### config.mk
export PLATFORM = sky130hd
export DESIGN_NAME = neo_strand_ctrl_param
export DESIGN_NICKNAME = d
export VERILOG_FILES = /design/src/rtl/neo_pkg.sv /design/src/rtl/neo_bit_encoder.sv /design/src/rtl/neo_strand_ctrl_param.sv
export SDC_FILE = /design/constraint.sdc
export NUM_CORES = 1
export LEC_CHECK = 0
export ABC_AREA = 1
export CAP_MARGIN = 25
export CORE_UTILIZATION = 55
export DETAILED_ROUTE_END_ITERATION = 16
export PLACE_DENSITY = 0.72
export SYNTH_ARGS = -nofsm -noshare
export SYNTH_HDL_FRONTEND = slang
export SYNTH_SLANG_ARGS = --single-unit
export TNS_END_PERCENT = 100
### constraint.sdc
create_clock -name clock -period 21.5 [get_ports clock]
set_input_delay 6.45 -clock clock [delete_from_list [all_inputs] [get_ports clock]]
set_output_delay 6.45 -clock clock [all_outputs]
set_load 0.01 [all_outputs]
### src/rtl/neo_pkg.sv
// Shared types, default timing and the brightness scaler for the NeoPixel strand controller.
// Latency: none (package only).
// Backpressure: none (package only).
package neo_pkg;

    typedef enum logic [1:0] {
        COLOR_G = 2'd0,
        COLOR_R = 2'd1,
        COLOR_B = 2'd2,
        COLOR_W = 2'd3
    } color_t;

    typedef enum logic [1:0] {
        IDLE  = 2'd0,
        SEND  = 2'd1,
        LATCH = 2'd2
    } state_t;

    // WS2812 timing at a 50 MHz clock
    localparam int DEF_T0H_CYC    = 18;    // 0.35 us
    localparam int DEF_T1H_CYC    = 35;    // 0.70 us
    localparam int DEF_TBIT_CYC   = 63;    // 1.25 us
    localparam int DEF_TRESET_CYC = 2500;  // 50 us

    // Global brightness: 255 is identity, 0 blanks the byte
    function automatic logic [7:0] scale_level(input logic [7:0] level, input logic [7:0] bright);
        logic [15:0] w_prod;
        w_prod = {8'd0, level} * ({8'd0, bright} + 16'd1);
        return w_prod[15:8];
    endfunction

endpackage

### src/rtl/neo_bit_encoder.sv
// One-bit WS2812 waveform generator: line high for T0H/T1H cycles, low for the rest of TBIT_CYC.
// Latency: line goes high on the edge that samples start; bit_done marks the last cycle of the bit.
// Backpressure: none; a start in the bit_done cycle chains the next bit with no gap.
module neo_bit_encoder #(
    parameter int T0H_CYC  = 18,
    parameter int T1H_CYC  = 35,
    parameter int TBIT_CYC = 63
) (
    input  logic clock,
    input  logic reset,
    input  logic start,
    input  logic bit_val,
    output logic line,
    output logic bit_done
);
    localparam int CW = $clog2(TBIT_CYC);
    localparam logic [CW:0] HI0 = (CW+1)'(T0H_CYC);
    localparam logic [CW:0] HI1 = (CW+1)'(T1H_CYC);

    logic [CW-1:0] r_cnt;
    logic          r_val;
    logic          r_act;
    logic          r_line;
    logic [CW:0]   w_next;
    logic [CW:0]   w_hi;

    assign w_next   = {1'b0, r_cnt} + (CW+1)'(1);
    assign w_hi     = r_val ? HI1 : HI0;
    assign bit_done = r_act && (r_cnt == CW'(TBIT_CYC - 1));
    assign line     = r_line;

    // Bit-period counter and registered line level (high while count is below the high time)
    always_ff @(posedge clock or posedge reset) begin
        if (reset) begin
            r_cnt  <= '0;
            r_val  <= 1'b0;
            r_act  <= 1'b0;
            r_line <= 1'b0;
        end else if (start) begin
            r_cnt  <= '0;
            r_val  <= bit_val;
            r_act  <= 1'b1;
            r_line <= 1'b1;
        end else if (bit_done) begin
            r_cnt  <= '0;
            r_act  <= 1'b0;
            r_line <= 1'b0;
        end else if (r_act) begin
            r_cnt  <= w_next[CW-1:0];
            r_line <= (w_next < w_hi);
        end
    end

endmodule

### src/rtl/neo_strand_ctrl_param.sv
// WS2812 strand controller: colour store for NUM_PIXELS x NUM_COLORS bytes, serialised G,R,B(,W) MSB-first.
// Latency: first bit high phase starts the cycle after send_it acceptance; busy NBITS*TBIT_CYC+TRESET_CYC cycles.
// Backpressure: ready_to_load/ready_to_send high only in IDLE, requests otherwise dropped; NEO_BRIGHTNESS_EN adds brightness.
module neo_strand_ctrl_param
    import neo_pkg::*;
#(
    parameter int NUM_PIXELS = 8,
    parameter int NUM_COLORS = 3,
    parameter int T0H_CYC    = DEF_T0H_CYC,
    parameter int T1H_CYC    = DEF_T1H_CYC,
    parameter int TBIT_CYC   = DEF_TBIT_CYC,
    parameter int TRESET_CYC = DEF_TRESET_CYC
) (
    input  logic                                                   clock,
    input  logic                                                   reset,
    input  logic [((NUM_PIXELS > 1) ? $clog2(NUM_PIXELS) : 1)-1:0] pixel_index,
    input  logic [1:0]                                             color_index,
    input  logic [7:0]                                             color_level,
    input  logic                                                   load_color,
    input  logic                                                   send_it,
`ifdef NEO_BRIGHTNESS_EN
    input  logic [7:0]                                             brightness,
`endif
    output logic                                                   neo_data,
    output logic                                                   ready_to_load,
    output logic                                                   ready_to_send
);
    localparam int NB    = NUM_PIXELS * NUM_COLORS;
    localparam int NBITS = NB * 8;
    localparam int AW    = $clog2(NB);
    localparam int BW    = $clog2(NBITS);
    localparam int LW    = $clog2(TRESET_CYC + 1);

    if (NUM_COLORS != 3 && NUM_COLORS != 4) begin : g_bad_colors
        $error("neo_strand_ctrl_param: NUM_COLORS must be 3 or 4");
    end
    if (!(T0H_CYC < T1H_CYC && T1H_CYC < TBIT_CYC)) begin : g_bad_timing
        $error("neo_strand_ctrl_param: need T0H_CYC < T1H_CYC < TBIT_CYC");
    end

    state_t        r_state;
    logic          r_rdy;
    logic [BW-1:0] r_bit_idx;
    logic [LW-1:0] r_lat_cnt;
    logic [7:0]    r_mem [NB];

    logic          w_load_ok;
    logic          w_accept;
    logic          w_bit_done;
    logic          w_last_bit;
    logic          w_enc_start;
    logic          w_bit_val;
    logic [AW-1:0] w_wr_addr;
    logic [AW-1:0] w_rd_addr;
    logic [BW-1:0] w_nxt_idx;
    logic [7:0]    w_raw_byte;
    logic [7:0]    w_tx_byte;

    assign w_load_ok = load_color && (r_state == IDLE)
                     && (int'(pixel_index) < NUM_PIXELS) && (int'(color_index) < NUM_COLORS);
    assign w_wr_addr = AW'(int'(pixel_index) * NUM_COLORS + int'(color_index));
    assign w_accept  = send_it && (r_state == IDLE);
    assign w_last_bit = (r_bit_idx == BW'(NBITS - 1));

    // Bit index that the encoder starts next: 0 on acceptance, else the one after the current bit.
    // Byte order on the wire is simply the linear storage order pixel*NUM_COLORS+colour.
    assign w_nxt_idx = (r_state == IDLE) ? '0 : r_bit_idx + BW'(1);
    assign w_rd_addr = w_nxt_idx[BW-1:3];

    // A load into byte 0 in the acceptance cycle is forwarded so the new byte leads the frame
    assign w_raw_byte = (w_load_ok && (w_wr_addr == '0)) ? color_level : r_mem[w_rd_addr];

`ifdef NEO_BRIGHTNESS_EN
    logic [7:0] r_bright;
    logic [7:0] w_bright;
    assign w_bright  = (r_state == IDLE) ? brightness : r_bright;
    assign w_tx_byte = scale_level(w_raw_byte, w_bright);

    // Brightness is frozen at acceptance so mid-frame changes cannot tear the frame
    always_ff @(posedge clock or posedge reset) begin
        if (reset) begin
            r_bright <= 8'hFF;
        end else if (w_accept) begin
            r_bright <= brightness;
        end
    end
`else
    assign w_tx_byte = w_raw_byte;
`endif

    assign w_bit_val   = w_tx_byte[3'd7 - w_nxt_idx[2:0]];
    assign w_enc_start = w_accept || ((r_state == SEND) && w_bit_done && !w_last_bit);

    assign ready_to_load = r_rdy;
    assign ready_to_send = r_rdy;

    neo_bit_encoder #(
        .T0H_CYC  (T0H_CYC),
        .T1H_CYC  (T1H_CYC),
        .TBIT_CYC (TBIT_CYC)
    ) u_enc (
        .clock    (clock),
        .reset    (reset),
        .start    (w_enc_start),
        .bit_val  (w_bit_val),
        .line     (neo_data),
        .bit_done (w_bit_done)
    );

    // Colour storage: written only by accepted loads, cleared by reset
    always_ff @(posedge clock or posedge reset) begin
        if (reset) begin
            for (int i = 0; i < NB; i++) begin
                r_mem[i] <= '0;
            end
        end else if (w_load_ok) begin
            r_mem[w_wr_addr] <= color_level;
        end
    end

    // Frame sequencer: IDLE -> SEND (bit counting) -> LATCH (low gap) -> IDLE
    always_ff @(posedge clock or posedge reset) begin
        if (reset) begin
            r_state   <= IDLE;
            r_rdy     <= 1'b1;
            r_bit_idx <= '0;
            r_lat_cnt <= '0;
        end else begin
            case (r_state)
                IDLE: begin
                    if (send_it) begin
                        r_state   <= SEND;
                        r_rdy     <= 1'b0;
                        r_bit_idx <= '0;
                    end
                end
                SEND: begin
                    if (w_bit_done) begin
                        if (w_last_bit) begin
                            r_state   <= LATCH;
                            r_lat_cnt <= '0;
                        end else begin
                            r_bit_idx <= w_nxt_idx;
                        end
                    end
                end
                LATCH: begin
                    if (r_lat_cnt == LW'(TRESET_CYC - 1)) begin
                        r_state <= IDLE;
                        r_rdy   <= 1'b1;
                    end else begin
                        r_lat_cnt <= r_lat_cnt + LW'(1);
                    end
                end
                default: begin
                    r_state <= IDLE;
                    r_rdy   <= 1'b1;
                end
            endcase
        end
    end

endmodule
==> report_table.html <==
<table>
<tr><th>Metric</th><th>Value</th></tr>
<tr><th colspan="2">Clock tree</th></tr>
<tr><td>CTS root buffer</td><td>sky130_fd_sc_hd__clkbuf_16</td></tr>
<tr><td>Post-cts gate resize count</td><td>0</td></tr>
<tr><td>Maximum level of the CTS H-tree</td><td>1</td></tr>
<tr><td>Number of buffers inserted by hold repair at cts</td><td>0</td></tr>
<tr><td>Clock insertion delay at the later pin of the skew report</td><td>0.53 ns</td></tr>
<tr><td>Sinks on Clock Net</td><td>224</td></tr>
<tr><td>Clock-pin transition on the worst setup and hold timing paths</td><td>0.06 ns</td></tr>
<tr><td>Post-CTS setup buffers</td><td>0</td></tr>
<tr><td>Buffer levels on the longest clock path</td><td>3</td></tr>
<tr><td>Number of buffers added by the clock tree synthesis step</td><td>25</td></tr>
<tr><td>Clock tree from TritonCTS</td><td>yes</td></tr>
<tr><th colspan="2">Yosys</th></tr>
<tr><td>Cell count after synthesis</td><td>1,438</td></tr>
<tr><td>Largest area contributor in the netlist</td><td>sky130_fd_sc_hd__dfrtp_1</td></tr>
<tr><td>Share of the synthesized area in the top cell type</td><td>49.59%</td></tr>
<tr><td>Part of the Yosys area used for sequential elements</td><td>49.82%</td></tr>
<tr><td>Number of unique standard cell types used by synthesis</td><td>41</td></tr>
<tr><td>Net count after synthesis</td><td>1,468</td></tr>
<tr><td>Top post-synthesis cells by count</td><td>sky130_fd_sc_hd__nand2_1, sky130_fd_sc_hd__o21ai_0, sky130_fd_sc_hd__dfrtp_1</td></tr>
<tr><td>Top FF cell, synth</td><td>sky130_fd_sc_hd__dfrtp_1</td></tr>
<tr><td>Average cell area after synthesis</td><td>7.826 um2</td></tr>
<tr><td>#FFs+latches synth</td><td>224</td></tr>
<tr><td>Cells taking the most area after synthesis</td><td>sky130_fd_sc_hd__dfrtp_1, sky130_fd_sc_hd__nand2_1, sky130_fd_sc_hd__o21ai_0</td></tr>
<tr><td>Count of flip-flops with a built-in enable after synthesis</td><td>0</td></tr>
<tr><td>Synth Cell Area</td><td>0.01125 mm2</td></tr>
<tr><td>Share of async-settable or async-resettable flops after synthesis</td><td>100.0%</td></tr>
<tr><td>Warning count from the yosys run</td><td>0</td></tr>
<tr><td>Leading cell type by number of instances after synthesis</td><td>sky130_fd_sc_hd__nand2_1</td></tr>
<tr><th colspan="2">Drt</th></tr>
<tr><td>Routed WL per cell</td><td>17.10 um</td></tr>
<tr><td>Post-detailed-route DRC marker count</td><td>0</td></tr>
<tr><td>Number of optimization iterations in the first detailed-route pass</td><td>5</td></tr>
<tr><td>Final antenna-violating net count</td><td>0</td></tr>
<tr><td>Final wirelength</td><td>28,960 um</td></tr>
<tr><td>Vias per Instance</td><td>5.679</td></tr>
<tr><td>Via count</td><td>9,620</td></tr>
<tr><td>Initial detailed-routing violation count</td><td>771</td></tr>
<tr><th colspan="2">Finish</th></tr>
<tr><td>Final net count</td><td>1,445</td></tr>
<tr><td>Antenna diodes</td><td>0</td></tr>
<tr><td>Share of post-route cells with drive strength above 1</td><td>5.528%</td></tr>
<tr><td>Synth-to-layout area growth</td><td>9.595%</td></tr>
<tr><td>Fill cell count</td><td>1,764</td></tr>
<tr><td>Area taken by multi-input logic gates</td><td>0.004659 mm2</td></tr>
<tr><td>Footprint of the flip-flops and latches</td><td>0.005607 mm2</td></tr>
<tr><th colspan="2">Run</th></tr>
<tr><td>Max cap viols</td><td>0</td></tr>
<tr><th colspan="2">Worst setup path</th></tr>
<tr><td>End of the worst register-to-register path</td><td>u_enc.r_val</td></tr>
<tr><td>Worst-case register-to-register setup slack</td><td>17.85 ns</td></tr>
<tr><td>Category of the worst setup path capture point</td><td>register</td></tr>
<tr><td>Critical path launch point type</td><td>input port</td></tr>
<tr><td>Critical Path Fanout Max</td><td>16</td></tr>
<tr><td>Origin of the critical flop-to-flop path</td><td>r_bit_idx[0]</td></tr>
<tr><td>Number of cell instances on the worst register-to-register path</td><td>18</td></tr>
<tr><td>WS Path Type</td><td>input port to register</td></tr>
<tr><td>Data arrival time of the critical path</td><td>10.00 ns</td></tr>
<tr><td>Worst endpoint required time</td><td>21.86 ns</td></tr>
<tr><th colspan="2">Power and ir drop</th></tr>
<tr><td>Internal Pwr Total</td><td>0.6707 mW</td></tr>
<tr><td>Cell area power density</td><td>69.85 mW/mm2</td></tr>
<tr><td>Standby leakage power</td><td>5.748 nW</td></tr>
<tr><td>Logic pwr share</td><td>3.5%</td></tr>
<tr><td>Net switching power figure</td><td>0.1908 mW</td></tr>
<tr><td>Total power consumption of the routed design</td><td>0.8615 mW</td></tr>
<tr><td>Fraction of power spent switching nets</td><td>22.14%</td></tr>
<tr><td>Sequential cell fraction of total power</td><td>49.0%</td></tr>
<tr><td>Worst IR Drop VDD</td><td>0.00006391 V</td></tr>
<tr><td>Clock network fraction of total power</td><td>47.5%</td></tr>
<tr><th colspan="2">Floorplan</th></tr>
<tr><td>Chip Width</td><td>145.0 um</td></tr>
<tr><td>Total Die Area</td><td>0.02104 mm2</td></tr>
<tr><td>Die Height</td><td>145.0 um</td></tr>
<tr><td>Placeable core region</td><td>0.01978 mm2</td></tr>
<tr><td>Placement Rows</td><td>51</td></tr>
<tr><td>I/O Pins</td><td>20</td></tr>
<tr><td>Starting density of the core</td><td>56.89%</td></tr>
<tr><th colspan="2">Timing</th></tr>
<tr><td>FMAX</td><td>0.1038 GHz</td></tr>
<tr><td>Crit share post-route</td><td>44.81%</td></tr>
<tr><td>Least-Margin Pin Slew</td><td>1.225 ns</td></tr>
<tr><td>Final setup vio count</td><td>0</td></tr>
<tr><td>Max Transition Viols Final</td><td>0</td></tr>
<tr><td>Sum of negative setup slack</td><td>0 ns</td></tr>
<tr><td>Worst slew margin</td><td>17.69%</td></tr>
<tr><td>Min Tclk post-route</td><td>9.634 ns</td></tr>
<tr><td>Unrepaired setup endpoints after global routing</td><td>no</td></tr>
<tr><td>Fin. Hold Viols</td><td>0</td></tr>
<tr><td>Final setup skew</td><td>0.007011 ns</td></tr>
<tr><th colspan="2">GRT</th></tr>
<tr><td>GRT Total Usage</td><td>28.36%</td></tr>
<tr><td>Wire length of the first global-routing pass</td><td>47,850 um</td></tr>
<tr><td>Largest net degree at the start of global routing</td><td>81</td></tr>
<tr><td>Leftover overflow at the end of global routing</td><td>0</td></tr>
<tr><td>Antenna violations before repair</td><td>0</td></tr>
<tr><td>Via count of the first global-routing pass</td><td>9,021</td></tr>
<tr><th colspan="2">Min path</th></tr>
<tr><td>Hold Path Cell Cnt</td><td>2</td></tr>
<tr><td>Path type of the worst min-delay path</td><td>register to register</td></tr>
<tr><td>Endpoint with the worst hold slack</td><td>r_mem[46]</td></tr>
<tr><td>Hold Path Origin</td><td>r_mem[46]</td></tr>
<tr><th colspan="2">Placed design</th></tr>
<tr><td>Buffers added on ports</td><td>19</td></tr>
<tr><td>Detail Placement HPWL</td><td>18,050 um</td></tr>
<tr><td>RePlAce Congestion</td><td>0.8947</td></tr>
<tr><th colspan="2">Run status</th></tr>
<tr><td>Status</td><td>finished clean</td></tr>
</table>
==> kinds of logic (layout without fill, tap and decap cells) <==
kind of cell | Yosys count | in the layout | share of synthesized area (%)
AOI/OAI and AO/OA | 320 | 320 | 15.18
xor gates and xnor gates | 7 | 7 | 0.5448
adders and majority gates | 13 | 13 | 1.579
buffers and inverters | 246 | 237 | 8.817
DFF | 224 | 224 | 49.82
and+or+nand+nor | 628 | 628 | 24.06
==> placed cells by master (no fill, tap or decap), drive strengths merged <==
cell,netlist,final
o41ai,2,2
nand3,120,120
nor4,2,2
nand4,20,20
fa,2,2
clkinv,0,2
ha,11,11
a31oi,3,3
nand3b,2,2
dfrtp,223,223
nor2,47,47
nand2,425,425
dfstp,1,1
a21o,1,1
inv,167,168
a21oi,31,31
o21a,15,15
or2,2,2
nor3,10,10
buf,30,10
o21ai,248,248
clkbuf,49,38
clkdlybuf4s50,0,19
xor2,5,5
o22ai,5,5
o211ai,15,15
xnor2,2,2
==> cell type report <==
cell class                 instances  area share [%]
sequential                       224           45.46
multi-input combinational        968           37.78
clock buffer                      38           6.199
inverter                         167           5.144
tap                              265           2.688
timing repair buffer              29           2.577
clock inverter                     3          0.1522
==> routing by layer <==
layer  vias up  part of all wire [%]  GRT usage (%)
met5         -                     0              0
met3        68                   7.7          4.717
met4         0                   2.8          9.681
li1       4597                     -              -
met2       385                    46          44.64
met1      4570                    44          39.74
==> worst max path at each step <==
stage                              start            to
after floorplan                    reset  r_bit_idx[0]
after global placement    pixel_index[0]   u_enc.r_val
after detailed placement  pixel_index[0]   u_enc.r_val
after CTS                 pixel_index[0]   u_enc.r_val
after global routing      pixel_index[0]     r_mem[57]
final                     pixel_index[0]     r_mem[62]
==> state kept, by name, indices dropped and copies added, names as in the netlist <==
register and flops:
r_state 2, r_lat_cnt 12, u_enc.r_val 1, r_mem 192, r_bit_idx 8, ready_to_load 1
u_enc.r_act 1, u_enc.line 1, u_enc.r_cnt 6
==> worst max-delay path: stages <==
cell                              delay (ns)
sky130_fd_sc_hd__clkdlybuf4s50_1        0.49
sky130_fd_sc_hd__inv_1                  0.07
sky130_fd_sc_hd__fa_1                   0.47
sky130_fd_sc_hd__inv_1                  0.07
sky130_fd_sc_hd__ha_1                   0.16
sky130_fd_sc_hd__inv_1                  0.05
sky130_fd_sc_hd__fa_1                   0.59
sky130_fd_sc_hd__inv_1                  0.11
sky130_fd_sc_hd__nor3_1                 0.66
sky130_fd_sc_hd__nand2_1                0.57
sky130_fd_sc_hd__nand2_1                0.18
sky130_fd_sc_hd__o21ai_0                0.10
==> per-stage QoR <==
step | instance area [um2] | instances | hold WS, ns | setup slack [ns] | utilization, %
after detailed placement | 11490 | 1650 | 0.4682 | 11.17 | 58.07
after global routing | 12330 | 1694 | 0.4986 | 11.68 | 62.35
after global placement | 11470 | 1649 | 0.4608 | 11.30 | 57.97
after CTS | 12270 | 1691 | 0.4821 | 11.67 | 62.03
final | 12330 | 1694 | 0.4796 | 11.87 | 62.35
after floorplan | 11250 | 1438 | 0.4455 | 8.917 | -
==> power by group through the flow <==
stage	clock network, mW	registers [mW]	logic (mW)
4_1_cts	0.413	0.422	0.0295
2_1_floorplan	0	0.429	0.0167
6_report	0.409	0.422	0.0305
3_5_place_dp	0	0.429	0.0294
5_1_grt	0.432	0.421	0.0342
3_3_place_gp	0	0.429	0.0291
No activity file was read; power rests on OpenSTA's default activity.
